$ cat config.mk
export PLATFORM = sky130hd
export DESIGN_NAME = frog_game_ctrl
export DESIGN_NICKNAME = d
export VERILOG_FILES = /design/src/rtl/frog_game_ctrl.sv
export SDC_FILE = /design/constraint.sdc
export NUM_CORES = 1
export LEC_CHECK = 0
export ABC_AREA = 1
export CAP_MARGIN = 20
export CORE_MARGIN = 2
export CORE_UTILIZATION = 50
export DETAILED_ROUTE_END_ITERATION = 8
export PLACE_DENSITY = 0.78
export SLEW_MARGIN = 10
export SYNTH_ARGS = -nofsm -noshare
export SYNTH_HDL_FRONTEND = slang
export SYNTH_SLANG_ARGS = --single-unit
$ cat constraint.sdc
create_clock -name clk -period 2.4 [get_ports clk]
set_input_delay 0.24 -clock clk [delete_from_list [all_inputs] [get_ports clk]]
set_output_delay 0.24 -clock clk [all_outputs]
set_load 0.05 [all_outputs]
$ cat src/rtl/frog_game_ctrl.sv
// Round/move controller for the frog grid.
// Turns synchronized key levels into single-cycle legal move pulses, tracks the
// frog position, handles goal-row wins and car collisions, and keeps score/lives.
//
// state | meaning
// ------+-----------------------------------------------------------
// PLAY  | normal play; key edges become moves, collision costs a life
// WIN   | frog reached goal row; next edge pulses roundWin, score+1
// HIT   | frog was hit; next edge pulses roundWin, frog back to start
// OVER  | game ended (win or out of lives); frozen until reset
module frog_game_ctrl #(
    parameter int ROWS      = 8,
    parameter int COLS      = 8,
    parameter int START_COL = 3,
    parameter int WIN_SCORE = 7,
    parameter int LIVES     = 3
) (
    input  logic                           clk,
    input  logic                           reset,
    input  logic                           keyL,
    input  logic                           keyR,
    input  logic                           keyF,
    input  logic                           keyB,
    input  logic                           collision,
    output logic                           L,
    output logic                           R,
    output logic                           F,
    output logic                           B,
    output logic                           roundWin,
    output logic [$clog2(ROWS)-1:0]        frogRow,
    output logic [$clog2(COLS)-1:0]        frogCol,
    output logic [$clog2(WIN_SCORE+1)-1:0] score,
    output logic [$clog2(LIVES+1)-1:0]     lives,
    output logic                           gameOver,
    output logic                           gameWon
);

    localparam int RW = $clog2(ROWS);
    localparam int CW = $clog2(COLS);
    localparam int SW = $clog2(WIN_SCORE + 1);
    localparam int LW = $clog2(LIVES + 1);

    typedef enum logic [1:0] {
        S_PLAY = 2'd0,
        S_WIN  = 2'd1,
        S_HIT  = 2'd2,
        S_OVER = 2'd3
    } state_t;

    state_t state, state_nx;

    logic keyL_d, keyR_d, keyF_d, keyB_d;
    logic [3:0] press;

    logic          L_nx, R_nx, F_nx, B_nx, roundWin_nx;
    logic [RW-1:0] row_nx;
    logic [CW-1:0] col_nx;
    logic [SW-1:0] score_nx;
    logic [LW-1:0] lives_nx;
    logic          gameOver_nx, gameWon_nx;

    logic legal_l, legal_r, legal_f, legal_b;

    // Rising edges of the key levels; bit order is {B, F, R, L}.
    assign press = {keyB & ~keyB_d, keyF & ~keyF_d, keyR & ~keyR_d, keyL & ~keyL_d};

    assign legal_l = (frogCol != '0);
    assign legal_r = (frogCol != CW'(COLS - 1));
    assign legal_b = (frogRow != '0);
    assign legal_f = (frogRow != RW'(ROWS - 1));

    // Next-state and next-output decode; every output is registered below.
    always_comb begin
        state_nx    = state;
        L_nx        = 1'b0;
        R_nx        = 1'b0;
        F_nx        = 1'b0;
        B_nx        = 1'b0;
        roundWin_nx = 1'b0;
        row_nx      = frogRow;
        col_nx      = frogCol;
        score_nx    = score;
        lives_nx    = lives;
        gameOver_nx = gameOver;
        gameWon_nx  = gameWon;

        case (state)
            S_PLAY: begin
                if (collision) begin
                    // A hit wins over any simultaneous move.
                    lives_nx = lives - LW'(1);
                    state_nx = S_HIT;
                end else if ($onehot(press)) begin
                    if (press[0] && legal_l) begin
                        L_nx   = 1'b1;
                        col_nx = frogCol - CW'(1);
                    end
                    if (press[1] && legal_r) begin
                        R_nx   = 1'b1;
                        col_nx = frogCol + CW'(1);
                    end
                    if (press[2] && legal_f) begin
                        F_nx   = 1'b1;
                        row_nx = frogRow + RW'(1);
                        if (frogRow == RW'(ROWS - 2)) begin
                            state_nx = S_WIN;
                        end
                    end
                    if (press[3] && legal_b) begin
                        B_nx   = 1'b1;
                        row_nx = frogRow - RW'(1);
                    end
                end
            end
            S_WIN: begin
                roundWin_nx = 1'b1;
                row_nx      = '0;
                col_nx      = CW'(START_COL);
                score_nx    = score + SW'(1);
                if (score_nx == SW'(WIN_SCORE)) begin
                    state_nx    = S_OVER;
                    gameOver_nx = 1'b1;
                    gameWon_nx  = 1'b1;
                end else begin
                    state_nx = S_PLAY;
                end
            end
            S_HIT: begin
                roundWin_nx = 1'b1;
                row_nx      = '0;
                col_nx      = CW'(START_COL);
                if (lives == '0) begin
                    state_nx    = S_OVER;
                    gameOver_nx = 1'b1;
                    gameWon_nx  = 1'b0;
                end else begin
                    state_nx = S_PLAY;
                end
            end
            default: begin
                state_nx = S_OVER;
            end
        endcase
    end

    // State, key history and output registers. Key history follows the keys in
    // every state (including reset) so a held key never produces a late pulse.
    always_ff @(posedge clk) begin
        keyL_d <= keyL;
        keyR_d <= keyR;
        keyF_d <= keyF;
        keyB_d <= keyB;
        if (reset) begin
            state    <= S_PLAY;
            L        <= 1'b0;
            R        <= 1'b0;
            F        <= 1'b0;
            B        <= 1'b0;
            roundWin <= 1'b0;
            frogRow  <= '0;
            frogCol  <= CW'(START_COL);
            score    <= '0;
            lives    <= LW'(LIVES);
            gameOver <= 1'b0;
            gameWon  <= 1'b0;
        end else begin
            state    <= state_nx;
            L        <= L_nx;
            R        <= R_nx;
            F        <= F_nx;
            B        <= B_nx;
            roundWin <= roundWin_nx;
            frogRow  <= row_nx;
            frogCol  <= col_nx;
            score    <= score_nx;
            lives    <= lives_nx;
            gameOver <= gameOver_nx;
            gameWon  <= gameWon_nx;
        end
    end

endmodule
==> results of run 1 <==
[cells in the mapped netlist]
cell	number
nor3_1	1
o21ai_0	12
nor2_2	2
a21oi_1	12
clkbuf_1	1
dfxtp_1	24
or2_0	1
fa_1	3
a21oi_4	1
nand2_2	1
nand2_4	2
inv_1	26
nand4_1	1
nand3b_1	1
nand3_1	10
nand2_1	25
o21ai_1	1
xor2_1	2
ha_1	9
nor2_1	20
nand3_2	1
[area by class of cell]
cell class | count | area [um^2] | area share
Inverter | 26 | 97.6 | 0.0630
Tap cell | 28 | 35.0 | 0.0226
Sequential cell | 24 | 480 | 0.310
Multi-Input combinational cell | 105 | 653 | 0.422
Timing Repair Buffer | 26 | 260 | 0.168
Clock buffer | 3 | 22.5 | 0.0145
[critical path: stages]
cell and delay (ns):
clkdlybuf4s50_1 0.47, inv_1 0.06, nor2_4 0.10, fa_1 0.42
ha_2 0.19, ha_1 0.26, inv_1 0.06, nand3_2 0.10
a21oi_4 0.22, nand2_2 0.12, a21oi_2 0.14, o21ai_1 0.07
[through the flow]
stage	hold slack, ns	util	instances	TNS (ns)
6_report	0.0784	0.687	212	0
5_1_grt	0.0698	0.687	212	0
4_1_cts	0.383	0.674	212	0
3_5_place_dp	0.450	0.663	209	-2.63
3_3_place_gp	0.436	0.663	209	-1.55
2_1_floorplan	0.268	-	156	0
[logic make-up (layout without fill, tap and decap cells)]
logic type,Yosys count,in the layout,synth area share
XOR/XNOR,2,2,0.0145
AO/OA/AOI/OAI,26,26,0.117
buffers and inverters,27,55,0.0838
AND/OR/NAND/NOR,65,65,0.244
adder cells (fa/ha/maj),12,12,0.143
flip-flops,24,24,0.398
[per-layer routing]
layer / track usage / vias up / routed length (um)
met5: 0 / - / 0
li1: - / 548 / -
met1: 0.249 / 498 / 1180
met3: 0.0254 / 4 / 61
met4: 0.0641 / 0 / 17
met2: 0.304 / 16 / 1190
[how the worst min path moves through the flow]
| stage | startpoint | to | slack (ns) |
|---|---|---|---|
| detailed placement | gameOver | gameOver | 0.45 |
| global placement | gameOver | gameOver | 0.44 |
| finish | keyL | keyL_d | 0.08 |
| global route | keyL | keyL_d | 0.07 |
| floorplan | keyB | keyB_d | 0.27 |
| CTS | keyR | keyR_d | 0.38 |
[layout by cell type, fill, tap and decap left out, drive strengths merged]
master / n
fa: 3
dfxtp: 24
nand3: 11
o21ai: 13
dlymetal6s2s: 2
buf: 2
clkbuf: 3
nand3b: 1
ha: 9
nand4: 1
or2: 1
nor2: 22
inv: 26
xor2: 2
clkdlybuf4s50: 22
nor3: 1
nand2: 28
a21oi: 13
[power groups by stage]
stage	clock, mW	sequential (mW)	combinational [mW]
2_1_floorplan	0	0.577	0.174
3_3_place_gp	0	0.478	0.375
3_5_place_dp	0	0.481	0.387
4_1_cts	0.179	0.472	0.389
5_1_grt	0.188	0.480	0.432
6_report	0.171	0.475	0.397
[registers in the layout, summed over array words and instances, names as in the netlist]
name / flops
frogCol: 3
frogRow: 3
score: 3
lives: 2
state: 2
B: 1
F: 1
L: 1
R: 1
gameOver: 1
gameWon: 1
keyB_d: 1
keyF_d: 1
keyL_d: 1
keyR_d: 1
roundWin: 1
[repair_timing]
item                       in CTS  in global routing
hold endpoints to repair        0                  0
gates resized for setup         1                 10
hold buffers                    0                  0
pin swaps                       1                  8
setup endpoints to repair       1                  8
==> impl_metrics.py, run 1 <==
metrics = {
    "run_status": {
        "status": "finished, final reports clean",
    },
    "clock_tree": {
        "htreeDepth": 1,
        "clock_latency_ns": 0.31,
        "post_cts_buffers": 0,
        "cts_max_path_buffers": 2,
        "cts.sinks": 24,
        "clk_pin_slew_ns": 0.13,
        "cts_buffers": 3,
        "clock-root-buffer": "clkbuf_4",
        "cts_tree": "built",
    },
    "worst_setup_path": {
        "crit_path_max_fanout": 6,
        "startpoint": "keyR",
        "critical_path_required_ns": 2.61,
        "critical_path.endpoint": "frogCol[1]",
        "critPathLaunchType": "input port",
        "worstReg2RegEnd": "frogCol[1]",
        "crit_arrival_ns": 2.46,
        "endpoint_kind": "flop",
        "rr_startpoint": "keyR_d",
        "critical_path_class": "input port to flop",
        "reg2reg_slack_ns": 0.20,
        "reg2reg_depth": 10,
    },
    "power": {
        "switchingPower_mw": 0.411,
        "pwr-share-seq": 0.455,
        "switching_share": 0.394,
        "fin_total_pwr_mw": 1.04,
        "leakagePower_nw": 0.718,
        "p_int_mw": 0.632,
        "p_per_area_nw_per_um2": 673,
        "power_frac_clock": 0.164,
        "irDropWorstVdd_mv": 0.425,
        "comb_power_share": 0.381,
    },
    "sta": {
        "period_share": 0.937,
        "rsz0062_at_grt": "no",
        "worst_slew_pin_slew_ns": 0.504,
        "fmax_mhz": 445,
        "slew_headroom": 0.663,
        "slew_violations": 0,
        "finalHoldViolCount": 0,
        "fin_skew_ns": 0.00650,
        "period_needed_ns": 2.25,
        "setup_violations": 0,
        "fin_ws_ns": 0.152,
    },
    "detailed_routing": {
        "via_count": 1066,
        "postRouteAntennaNets": 0,
        "drcViolationCount": 0,
        "detail_route.iter0.violations": 24,
        "drt-wirelength-per-cell_um": 11.5,
        "routed_wirelength_um": 2440,
        "via_per_inst": 5.03,
        "drtPass1Iterations": 4,
    },
    "layout": {
        "antenna_cells": 0,
        "num-fill-cells": 212,
        "design_area_um2": 1550,
        "nets": 205,
        "layout-drive-gt1-share": 0.0978,
        "area_delta_synth_final_pct": 28.2,
    },
    "hold_path": {
        "whs_path_depth": 1,
        "hp-class": "input port to flop",
    },
    "placed_design": {
        "io_buffers": 24,
        "place_congestion": 0.844,
        "dp_hpwl_um": 1860,
        "pre_cts_ws_ns": -0.337,
        "post_dp_cell_area_um2": 1500,
    },
    "synthesis": {
        "synth_area_leaders": "dfxtp_1 (40%), ha_1 (9.3%), inv_1 (8.1%)",
        "yosysSeqAreaShare": 0.398,
        "ys_ff_latch": 24,
        "avgSynthCellArea_um2": 7.75,
        "synth.largest_area_cell": "dfxtp_1",
        "netlist_instances": 156,
        "synth_top_area_share": 0.398,
        "ys_warn_count": 0,
        "syn_area_um2": 1210,
        "synth_nets": 175,
        "ys_types": 21,
    },
    "global_routing": {
        "grt_pass1_wl_um": 3880,
        "antenna_found_initial": 0,
        "grt_pass1_vias": 933,
        "grtUsageTotal": 0.186,
        "overflow": 0,
        "grt_max_degree": 13,
    },
    "floorplanning": {
        "die_h_um": 53.2,
        "core-area_um2": 2250,
        "die_x_um": 53.2,
        "rows": 17,
        "pin_count": 25,
        "initial_utilization": 0.536,
        "die_area_um2": 2830,
    },
    "flow_run": {
        "timing.max_cap.violations": 0,
    },
}
(Power assumes the default switching activity.)
==> run 2, diff against run 1 <==
--- a/config.mk
+++ b/config.mk
@@ -6,7 +6,6 @@
 export NUM_CORES = 1
 export LEC_CHECK = 0
 export ABC_AREA = 1
-export CAP_MARGIN = 20
 export CORE_MARGIN = 2
 export CORE_UTILIZATION = 50
 export DETAILED_ROUTE_END_ITERATION = 8
==> constraint.sdc (replaced) <==
create_clock -name clk -period 2.23 [get_ports clk]
set_input_delay 0.223 -clock clk [delete_from_list [all_inputs] [get_ports clk]]
set_output_delay 0.223 -clock clk [all_outputs]
set_load 0.05 [all_outputs]
==> run 2 against run 1 <==
Net effect: sequential power is 7.6% higher; register-to-register slack worse by 0.11 ns; routed wire length increased by 6.3%; final cell count is 2.8% higher; non-clock buffer count rose by 5; final area rose by 5.4%; global-route usage rose by 2.4 points; hold slack gained 0.069 ns; sequential share of layout area fell by 1.4 points; worst setup slack worse by 0.060 ns; via count grew 1.3%; clock skew grew 0.0083 ns; highest routed layer unchanged.
==> impl_metrics.py, run 2 (synthesis gave the netlist of run 1 again) <==
metrics = {
    "run_status": {
        "status": "finished, final reports clean",
    },
    "clock_tree": {
        "clock-root-buffer": "clkbuf_4",
        "cts_buffers": 3,
        "htreeDepth": 1,
        "cts_max_path_buffers": 2,
        "cts.sinks": 24,
        "cts_tree": "built",
        "clk_pin_slew_ns": 0.12,
        "clock_latency_ns": 0.33,
    },
    "detailed_routing": {
        "drcViolationCount": 0,
        "via_per_inst": 4.95,
        "drt-wirelength-per-cell_um": 11.9,
        "detail_route.iter0.violations": 30,
        "postRouteAntennaNets": 0,
        "via_count": 1080,
        "drtPass1Iterations": 4,
        "routed_wirelength_um": 2590,
    },
    "power": {
        "p_per_area_nw_per_um2": 790,
        "irDropWorstVdd_mv": 0.516,
        "leakagePower_nw": 0.741,
    },
    "layout": {
        "nets": 210,
        "design_area_um2": 1630,
        "final_cell_mix": "inv_1 (24), nand2_1 (24), dfxtp_1 (22)",
        "layout-drive-gt1-share": 0.153,
        "multi_input_area_um2": 676,
        "num-fill-cells": 178,
        "antenna_cells": 0,
        "largestRegisters": "frogCol: 3 flops, frogRow: 3 flops, score: 3 flops",
        "seq_area_um2": 483,
        "finalNonFillerCells": 218,
        "area_delta_synth_final_pct": 35.1,
    },
    "sta": {
        "slew_headroom": 0.663,
        "period_needed_ns": 2.14,
        "period_share": 0.959,
        "worst_slew_pin_slew_ns": 0.504,
        "finalHoldViolCount": 0,
        "setup_violations": 0,
        "fin_ws_ns": 0.0915,
        "fin_skew_ns": 0.0148,
        "fmax_mhz": 468,
        "slew_violations": 0,
    },
    "global_routing": {
        "antenna_found_initial": 0,
        "grt_max_degree": 15,
        "grt_pass1_vias": 1004,
        "grtUsageTotal": 0.210,
        "overflow": 0,
        "grt_pass1_wl_um": 4200,
    },
    "worst_setup_path": {
        "critical_path_required_ns": 2.48,
        "worstReg2RegEnd": "frogRow[2]",
        "endpoint_kind": "flop",
        "cpLargestDelayFamily": "adder cells",
        "cp_num_buf_inv": 1,
        "crit_path_max_fanout": 6,
        "rr_startpoint": "keyL_d",
        "slowest_stage": "fa_1",
        "cp.depth": 11,
        "cpPeakStageDelay_ns": 0.55,
        "critical_path_class": "flop to flop",
        "reg2reg_slack_ns": 0.09,
        "critPathLaunchType": "flop",
        "crit_top_cell": "nor2_1",
        "reg2reg_depth": 11,
        "worstPathCellList": "nor2_4 > fa_1 > ha_2 > ha_4 > inv_2 > nand3_4 > a21oi_4 > nand3_2 > nor2_2 > nor2_1 > nor2_1",
        "crit_arrival_ns": 2.39,
    },
    "floorplanning": {
        "initial_utilization": 0.536,
        "core-area_um2": 2250,
        "pin_count": 25,
        "die_area_um2": 2830,
        "die_h_um": 53.2,
        "die_x_um": 53.2,
        "rows": 17,
    },
    "placed_design": {
        "io_buffers": 24,
        "post_dp_cell_area_um2": 1500,
        "dp_hpwl_um": 1970,
        "place_inst": 210,
        "place_congestion": 0.842,
        "pre_cts_ws_ns": -0.512,
    },
    "hold_path": {
        "whs_path_depth": 1,
        "min_from": "keyL",
        "worst_hold_path.endpoint": "keyL_d",
        "hp-class": "input port to flop",
    },
    "flow_run": {
        "timing.max_cap.violations": 0,
    },
}
-- run 2: per-stage QoR --
stage	util	power [mW]	hold slack (ns)	setup TNS, ns
final	0.724	1.29	0.148	0
after global routing	0.724	1.35	0.143	-0.0110
after CTS	0.704	1.26	0.143	0
after detailed placement	0.666	0.937	0.449	-4.58
after global placement	0.666	0.920	0.436	-3.31
after floorplan	-	0.809	0.251	0
-- run 2: worst register-to-register path, delay by kind of cell (launching register included) --
kind                       cells  cell delay [ns]
DFF                            1             0.37
adders and majority gates      3             0.93
buffers and inverters          1             0.07
AOI/OAI and AO/OA              1             0.23
and+or+nand+nor                6             0.50
-- run 2: what timing repair did --
item,4_1_cts,5_1_grt
gates resized for setup,11,7
setup buffers,2,2
pin swaps,7,8
setup endpoints to repair,8,8
hold buffers,0,0
-- run 2: how the worst max path moves through the flow --
stage | from | end
final | keyL_d | frogRow[2]
after global placement | keyR | frogRow[0]
after global routing | keyL_d | frogRow[2]
after CTS | keyB_d | frogCol[1]
after detailed placement | keyR | frogRow[0]
after floorplan | keyR_d | frogCol[1]
-- run 2: per-layer routing --
layer  GRT usage  up-vias  part of all wire  wire length (um)
met1       0.249      491              0.45              1160
met5           0        -                 0                 0
li1            -      559                 -                 -
met2       0.358       25              0.50              1310
met4       0.103        0             0.017                45
met3      0.0424        5             0.031                80
-- run 2: final cells by class --
class                      count  share of cell area
multi-input combinational    105               0.414
sequential                    24               0.296
timing repair buffer          31               0.177
inverter                      26              0.0598
tap                           28              0.0215
clock inverter                 1              0.0184
clock buffer                   3              0.0138
-- run 2: where the power goes --
part | switching [mW] | internal (mW)
clock network | 0.134 | 0.182
registers | 0.0421 | 0.469
logic | 0.292 | 0.171
total | 0.468 | 0.822
==> run 3, diff against run 2 <==
--- a/config.mk
+++ b/config.mk
@@ -6,10 +6,12 @@
 export NUM_CORES = 1
 export LEC_CHECK = 0
 export ABC_AREA = 1
+export ABC_CLOCK_PERIOD_IN_PS = 2230
+export CORE_ASPECT_RATIO = 0.5
 export CORE_MARGIN = 2
-export CORE_UTILIZATION = 50
+export CORE_UTILIZATION = 45
 export DETAILED_ROUTE_END_ITERATION = 8
-export PLACE_DENSITY = 0.78
+export PLACE_DENSITY = 0.72
 export SLEW_MARGIN = 10
 export SYNTH_ARGS = -nofsm -noshare
 export SYNTH_HDL_FRONTEND = slang
==> run 3 against run 2 <==
Net effect: global-route usage down 4.0 points; sequential share of layout area down 1.0 points; combinational power down 2%; die area up 11%; clock power up 21%; register-to-register slack worse by 0.02 ns; worst setup slack worse by 0.016 ns; final area up 3.3%; critical path depth down 1; highest routed layer unchanged.
==> impl_metrics.py, run 3 (synthesis gave the netlist of run 1 again) <==
metrics = {
    "sta": {
        "setup_violations": 0,
        "worst_slew_pin_slew_ns": 0.504,
        "finalHoldViolCount": 0,
        "period_needed_ns": 2.15,
        "slew_headroom": 0.663,
        "fmax_mhz": 464,
        "period_share": 0.966,
        "slew_violations": 0,
        "fin_ws_ns": 0.0753,
        "fin_skew_ns": 0.00564,
    },
    "detailed_routing": {
        "detail_route.iter0.violations": 39,
        "drcViolationCount": 0,
        "via_count": 1106,
        "drt-wirelength-per-cell_um": 10.5,
        "postRouteAntennaNets": 0,
        "drtPass1Iterations": 4,
        "routed_wirelength_um": 2420,
        "via_per_inst": 4.79,
    },
    "layout": {
        "layout-drive-gt1-share": 0.155,
        "largestRegisters": "frogCol: 3 flops, frogRow: 3 flops, score: 3 flops",
        "antenna_cells": 0,
        "final_cell_mix": "inv_1 (25), nand2_1 (25), dfxtp_1 (23)",
        "nets": 214,
        "finalNonFillerCells": 231,
        "design_area_um2": 1690,
        "final_util": 0.656,
        "area_delta_synth_final_pct": 39.5,
    },
    "hold_path": {
        "whs_path_depth": 1,
        "hp-class": "input port to flop",
        "min_from": "keyR",
        "worst_hold_path.endpoint": "keyR_d",
    },
    "clock_tree": {
        "clock_latency_ns": 0.27,
        "cts_buffers": 3,
        "clk_pin_slew_ns": 0.08,
        "cts.sinks": 24,
        "cts_hold_buf": 0,
        "cts_max_path_buffers": 2,
        "cts_tree": "built",
        "clock-root-buffer": "clkbuf_8",
        "htreeDepth": 1,
    },
    "global_routing": {
        "antenna_found_initial": 0,
        "grt_max_degree": 15,
        "overflow": 0,
        "grtUsageTotal": 0.170,
        "grt_pass1_wl_um": 3940,
        "grt_pass1_vias": 948,
    },
    "floorplanning": {
        "pin_count": 25,
        "core-area_um2": 2570,
        "rows": 13,
        "die_area_um2": 3140,
        "die_h_um": 40.6,
        "die_x_um": 77.3,
        "initial_utilization": 0.470,
    },
    "worst_setup_path": {
        "critical_path_class": "flop to flop",
        "crit_path_max_fanout": 6,
        "critical_path_required_ns": 2.39,
        "endpoint_kind": "flop",
        "worstReg2RegEnd": "frogCol[1]",
        "crit_arrival_ns": 2.31,
        "rr_startpoint": "keyB_d",
        "reg2reg_depth": 10,
        "critPathLaunchType": "flop",
        "reg2reg_slack_ns": 0.08,
    },
    "placed_design": {
        "place_congestion": 0.783,
        "post_dp_cell_area_um2": 1520,
        "pre_cts_ws_ns": -0.486,
        "io_buffers": 24,
        "place_inst": 220,
        "dp_hpwl_um": 1730,
    },
    "power": {
        "irDropWorstVdd_mv": 0.415,
        "p_per_area_nw_per_um2": 797,
        "fin_total_pwr_mw": 1.34,
        "leakagePower_nw": 0.770,
    },
    "run_status": {
        "status": "finished, final reports clean",
    },
    "flow_run": {
        "timing.max_cap.violations": 0,
    },
}
## run 3: cell count changes in the layout (fill, tap and decap cells not counted), moves of 2 or more
cell / delta
buf_4: +4
clkbuf_4: -3
clkbuf_8: +3
inv_2: -2
## run 3: worst max-delay path, cell delays in order (launching register included)
cell	delay [ns]
dfxtp_2	0.35
nor2_4	0.05
fa_1	0.55
ha_2	0.20
ha_4	0.21
inv_4	0.05
nand3_4	0.07
a21oi_4	0.22
nand2_2	0.13
a21oi_2	0.12
o21ai_1	0.09
## run 3: worst max-delay path by stage
stage / from / endpoint
6_report: keyB_d / frogCol[1]
5_1_grt: keyB_d / frogCol[1]
4_1_cts: keyB_d / frogCol[1]
3_5_place_dp: keyR / frogCol[1]
3_3_place_gp: keyR / frogCol[1]
2_1_floorplan: keyR_d / frogCol[1]
## run 3: through the flow
stage	setup TNS, ns	hold slack (ns)
finish	0	0.189
floorplan	0	0.251
global placement	-3.39	0.440
CTS	0	0.188
global route	-0.00955	0.196
detailed placement	-4.16	0.441
## run 3: what timing repair did
action,in CTS,in global routing
pin swaps,7,7
setup buffers,7,0
setup endpoints to repair,8,8
resized for setup,8,6
## run 3: metal layers
metal,global-route usage,up-vias,share of wire
li1,-,569,-
met3,0.0507,4,0.070
met5,0,-,0
met4,0.0670,0,0.014
met2,0.324,42,0.47
met1,0.192,491,0.45
## run 3: power by group
group	leakage, nW	internal [mW]	switching (mW)
logic	0.537	0.170	0.282
registers	0.197	0.469	0.0404
clock network	0.0357	0.240	0.143
total	0.770	0.879	0.465
## run 3: layout make-up
type | count | area, um^2
Multi-Input combinational cell | 105 | 668
Sequential cell | 24 | 482
Fill cell | 227 | 883
Tap cell | 37 | 46.3
Timing Repair Buffer | 35 | 319
Clock buffer | 3 | 41.3
Clock inverter | 1 | 30.0
Inverter | 26 | 100
